--- src/rtl/msg_arbiter_rr.sv ---
// Round-robin message arbiter: grants one source at a time and serialises its message
// as a SYNC/ADDR/LEN/PAYLOAD/CSUM byte frame onto a valid/ready UART byte stream.
module msg_arbiter_rr #(
  parameter int         N_SRC     = 25,
  parameter logic [7:0] SYNC_BYTE = 8'hAA,
  parameter bit         CSUM_EN   = 1'b1
) (
  input  logic               clk,
  input  logic               n_rst,
  input  logic [N_SRC-1:0]   have_msg_bus,
  input  logic [8*N_SRC-1:0] data_bus,
  input  logic [8*N_SRC-1:0] len_bus,
  output logic [N_SRC-1:0]   rdreq_bus,
  output logic [7:0]         tx_data,
  output logic               tx_valid,
  input  logic               tx_ready,
  output logic               busy,
  output logic [4:0]         grant_idx
);

  localparam int unsigned IDX_W = 5;

  typedef enum logic [2:0] {IDLE, SYNC, ADDR, LEN, PAYLOAD, CSUM} state_t;

  state_t           state, state_nxt;
  logic [7:0]       tx_data_nxt;
  logic             tx_valid_nxt, busy_nxt;
  logic [IDX_W-1:0] grant_nxt, last_grant, last_nxt;
  logic [7:0]       len_q, len_nxt;
  logic [7:0]       cnt, cnt_nxt;
  logic [7:0]       csum, csum_nxt;
  logic             load_pl;
  logic             accept;

  logic             found_hi, found_lo;
  logic [IDX_W-1:0] pick_hi, pick_lo, pick;
  logic [7:0]       pick_len, sel_data;
  logic [N_SRC-1:0] rd_c;

  assign accept = tx_valid & tx_ready;

  // Round-robin search: first requester above last_grant, else first at or below it.
  always_comb begin
    found_hi = 1'b0;
    found_lo = 1'b0;
    pick_hi  = '0;
    pick_lo  = '0;
    for (int i = 0; i < N_SRC; i++) begin
      if (have_msg_bus[i] && (i > int'(last_grant)) && !found_hi) begin
        found_hi = 1'b1;
        pick_hi  = IDX_W'(i);
      end
      if (have_msg_bus[i] && (i <= int'(last_grant)) && !found_lo) begin
        found_lo = 1'b1;
        pick_lo  = IDX_W'(i);
      end
    end
    pick = found_hi ? pick_hi : pick_lo;
  end

  // Byte lane muxes for the candidate's length and the granted source's data.
  always_comb begin
    pick_len = '0;
    sel_data = '0;
    for (int i = 0; i < N_SRC; i++) begin
      if (pick == IDX_W'(i))      pick_len = len_bus[8*i +: 8];
      if (grant_idx == IDX_W'(i)) sel_data = data_bus[8*i +: 8];
    end
  end

  // Next-state and next-register logic; nothing moves while a byte is stalled.
  always_comb begin
    state_nxt    = state;
    tx_data_nxt  = tx_data;
    tx_valid_nxt = tx_valid;
    busy_nxt     = busy;
    grant_nxt    = grant_idx;
    last_nxt     = last_grant;
    len_nxt      = len_q;
    cnt_nxt      = cnt;
    csum_nxt     = csum;
    load_pl      = 1'b0;

    unique case (state)
      IDLE: begin
        if (found_hi || found_lo) begin
          grant_nxt    = pick;
          last_nxt     = pick;
          len_nxt      = pick_len;
          csum_nxt     = 8'(pick) ^ pick_len;
          cnt_nxt      = '0;
          tx_data_nxt  = SYNC_BYTE;
          tx_valid_nxt = 1'b1;
          busy_nxt     = 1'b1;
          state_nxt    = SYNC;
        end
      end
      SYNC: begin
        if (accept) begin
          tx_data_nxt = 8'(grant_idx);
          state_nxt   = ADDR;
        end
      end
      ADDR: begin
        if (accept) begin
          tx_data_nxt = len_q;
          state_nxt   = LEN;
        end
      end
      LEN, PAYLOAD: begin
        if (accept) begin
          if ((state == LEN && len_q != 8'd0) || (state == PAYLOAD && cnt != len_q)) begin
            load_pl     = 1'b1;
            tx_data_nxt = sel_data;
            csum_nxt    = csum ^ sel_data;
            cnt_nxt     = cnt + 8'd1;
            state_nxt   = PAYLOAD;
          end else if (CSUM_EN) begin
            tx_data_nxt = csum;
            state_nxt   = CSUM;
          end else begin
            tx_valid_nxt = 1'b0;
            busy_nxt     = 1'b0;
            state_nxt    = IDLE;
          end
        end
      end
      CSUM: begin
        if (accept) begin
          tx_valid_nxt = 1'b0;
          busy_nxt     = 1'b0;
          state_nxt    = IDLE;
        end
      end
      default: state_nxt = IDLE;
    endcase
  end

  // Pop strobe coincides with the load so the show-ahead byte advances at the same edge.
  always_comb begin
    rd_c = '0;
    for (int i = 0; i < N_SRC; i++) begin
      rd_c[i] = load_pl && (grant_idx == IDX_W'(i));
    end
  end

  assign rdreq_bus = n_rst ? rd_c : '0;

  always_ff @(posedge clk) begin
    if (!n_rst) begin
      state      <= IDLE;
      tx_data    <= 8'h00;
      tx_valid   <= 1'b0;
      busy       <= 1'b0;
      grant_idx  <= '0;
      last_grant <= IDX_W'(N_SRC - 1);
      len_q      <= '0;
      cnt        <= '0;
      csum       <= '0;
    end else begin
      state      <= state_nxt;
      tx_data    <= tx_data_nxt;
      tx_valid   <= tx_valid_nxt;
      busy       <= busy_nxt;
      grant_idx  <= grant_nxt;
      last_grant <= last_nxt;
      len_q      <= len_nxt;
      cnt        <= cnt_nxt;
      csum       <= csum_nxt;
    end
  end

endmodule

--- config.mk ---
export PLATFORM = sky130hd
export DESIGN_NAME = msg_arbiter_rr
export DESIGN_NICKNAME = d
export VERILOG_FILES = /design/src/rtl/msg_arbiter_rr.sv
export SDC_FILE = /design/constraint.sdc
export NUM_CORES = 1
export LEC_CHECK = 0
export CORE_AREA = 5 5 181 183
export DETAILED_ROUTE_END_ITERATION = 12
export DIE_AREA = 0 0 186 188
export SLEW_MARGIN = 0
export SYNTH_ARGS = -nofsm -noshare
export SYNTH_HDL_FRONTEND = slang
export SYNTH_SLANG_ARGS = --single-unit
export TNS_END_PERCENT = 30
--- constraint.sdc ---
create_clock -name clk -period 6 [get_ports clk]
set_clock_uncertainty 0.05 [all_clocks]
set_input_delay 1.5 -clock clk [delete_from_list [all_inputs] [get_ports clk]]
set_output_delay 1.5 -clock clk [all_outputs]
set_load 0.005 [all_outputs]
==> out/results.ini <==
[outcome]
status=completed

[timing]
whs_ps=423
fin_ws_ps=310
tightest_slew_ps=1030
finalCritPeriodShare=0.948
fmax_ghz=0.176
drv_slew=0
setup_tns_ps=0
rsz0062_at_grt=false
setup_viol=0
fin_crit_ps=5690
hold_viol=0
slew-limit-headroom=0.314

[synth]
syn_avg_cell_area_um2=6.63
synthArstFlopShare=0
ys_seq_elements=43
ys_seq_area_frac=0.107
netlist-cell-type-count=107
synth_fp_nets=1642
synth.cell_area_um2=8050
synth_ff_type=dfxtp_1
ys_warn_count=0
synth_cells=1213
synth-edff-count=0

[cells_and_area]
fin_nets=2060
final_common_cell=clkdlybuf4s50_1
instances_no_fill=2045
final_cell_mix=clkdlybuf4s50_1 (467), nand2_1 (145), nor2_1 (114), o21ai_0 (98), a21oi_1 (85)
area_growth_pct=65.0
layout-drive-gt1-share=0.0643

[setup_path]
end_kind=flip-flop
path_common_cell=buf_4
critPathKind=input pin to flip-flop
cp.required_ps=6130
critical_path_peak_fanout=12
cp_slowest_cell=a2111oi_0
cp_slowest_stage_delay_ps=640
crit_arrival_ps=5820
worstPathCellList=clkdlybuf4s50_1 > inv_1 > a311oi_1 > buf_4 > a2111oi_4 > and4_1 > a2bb2oi_1 > a41o_2 > nor2_4 > buf_4 > nor2_1 > o2bb2ai_1 > a2111oi_0 > buf_4 > o21a_1 > nor4_1 > a211o_1
worstSetupStartpointType=input pin

[cts]
htreeDepth=2
clock_latency_ps=290
numCtsBuffers=5
cts.sinks=43
root_buffer=clkbuf_16
cts_max_path_buffers=2
post_cts_buffers=0
path_clk_slew_ps=60
hold_buffers=0
post_cts_resize_count=0
tritoncts=done

[detailed_routing]
wl_per_cell_um=25.8
first_pass_iters=8
drc_errors=0
drtIter0Drc=1047
wl_um=52700
ant_nets=0
route.vias.total=12084
vias_per_cell=5.91

[global_route]
grt_pass1_vias=11971
grt_max_degree=49
grt_pass1_wl_um=76200
antenna_found_initial=11
track_usage=0.280
overflow=0

[floorplan]
initial_core_util=0.259
core_um2=31100
die_w_um=186
die_h_um=188
io_pins=468
die-area_um2=35000
core.rowCount=65

[min_path]
hold_path_class=flip-flop to flip-flop

[power]
p_leak_nw=4.70
finalPower_w=0.00688
powerDensity_nw_per_um2=518
vdd_drop_max_uv=349

[place]
dp_cells=2026
port_buffers=467
pre_cts_ws_ps=143
dp_hpwl_um=43500
gp_congestion=0.995

[flow_run]
max_cap_viol_count=0

## routing by layer
metal,wire length (µm),global-route usage,part of all wire
met1,19900,0.331,0.38
met2,26000,0.499,0.49
met3,4530,0.0473,0.086
met4,2330,0.110,0.044
met5,0,0,0
## area by class of cell
| class | instances | area (µm²) |
|---|---|---|
| clock inverters | 2 | 12.5 |
| diodes | 11 | 27.5 |
| multi-input cells | 1048 | 6640 |
| flip-flops and latches | 43 | 867 |
| clock buffers | 6 | 129 |
| well taps | 402 | 503 |
| inverters | 21 | 78.8 |
| repair buffers | 512 | 5020 |
| fillers | 3252 | 17800 |
## where the power goes
group,internal (W),switching (W),leakage (nW)
logic,0.00234,0.00368,4.28
registers,0.000384,0.000206,0.355
clock network,0.000154,0.000116,0.0669
total,0.00288,0.00400,4.70
## flip-flops by register name, indices dropped and copies added (netlist names)
register    count
cnt             8
csum            8
len_q           8
tx_data         8
grant_idx       5
state           3
last_grant      2
busy            1
## worst max-delay path, delay by kind of cell
kind                   cells  cell delay, ps
AND/OR/NAND/NOR            4             780
buffers and inverters      5            1220
AO/OA/AOI/OAI              8            2310
## worst paths after layout
check,start,end,slack [ps],depth (start not counted)
hold / removal,tx_data[4]$_SDFFE_PN0P_,tx_data[4]$_SDFFE_PN0P_,420,2
hold reg to reg,tx_data[4]$_SDFFE_PN0P_,tx_data[4]$_SDFFE_PN0P_,420,2
setup reg to reg,grant_idx[0]$_SDFFE_PN0P_,csum[0]$_SDFFE_PN0P_,720,16
setup / recovery,have_msg_bus[4],csum[0]$_SDFFE_PN0P_,310,17
## cells in the mapped netlist (20+ instances only)
cell type	count	area, µm²
a22oi_1	26	195
clkbuf_1	48	180
nor2_1	114	428
buf_2	33	165
o22ai_1	20	125
inv_1	20	75.1
nand2_1	145	544
dfxtp_1	43	861
and3_1	21	131
nand3_1	59	295
a31oi_1	23	144
nor3_1	47	235
o21ai_0	99	495
a21oi_1	85	425
a221oi_1	34	298
mux2i_1	41	410
## metrics by stage
step | util | cell area (µm²)
after detailed placement | 0.422 | 13100
after global placement | 0.422 | 13100
after global routing | 0.427 | 13300
final | 0.427 | 13300
after floorplan | - | 8050
after CTS | 0.427 | 13300
## kinds of logic after synthesis
family | Yosys count | synth area share
compound gates | 491 | 0.442
mux | 46 | 0.0594
simple gates | 493 | 0.301
buf+inv | 122 | 0.0709
xor+xnor | 17 | 0.0185
fa+ha+maj | 1 | 0.00155
flops | 43 | 0.107
Power figures use the tool's default switching activity.
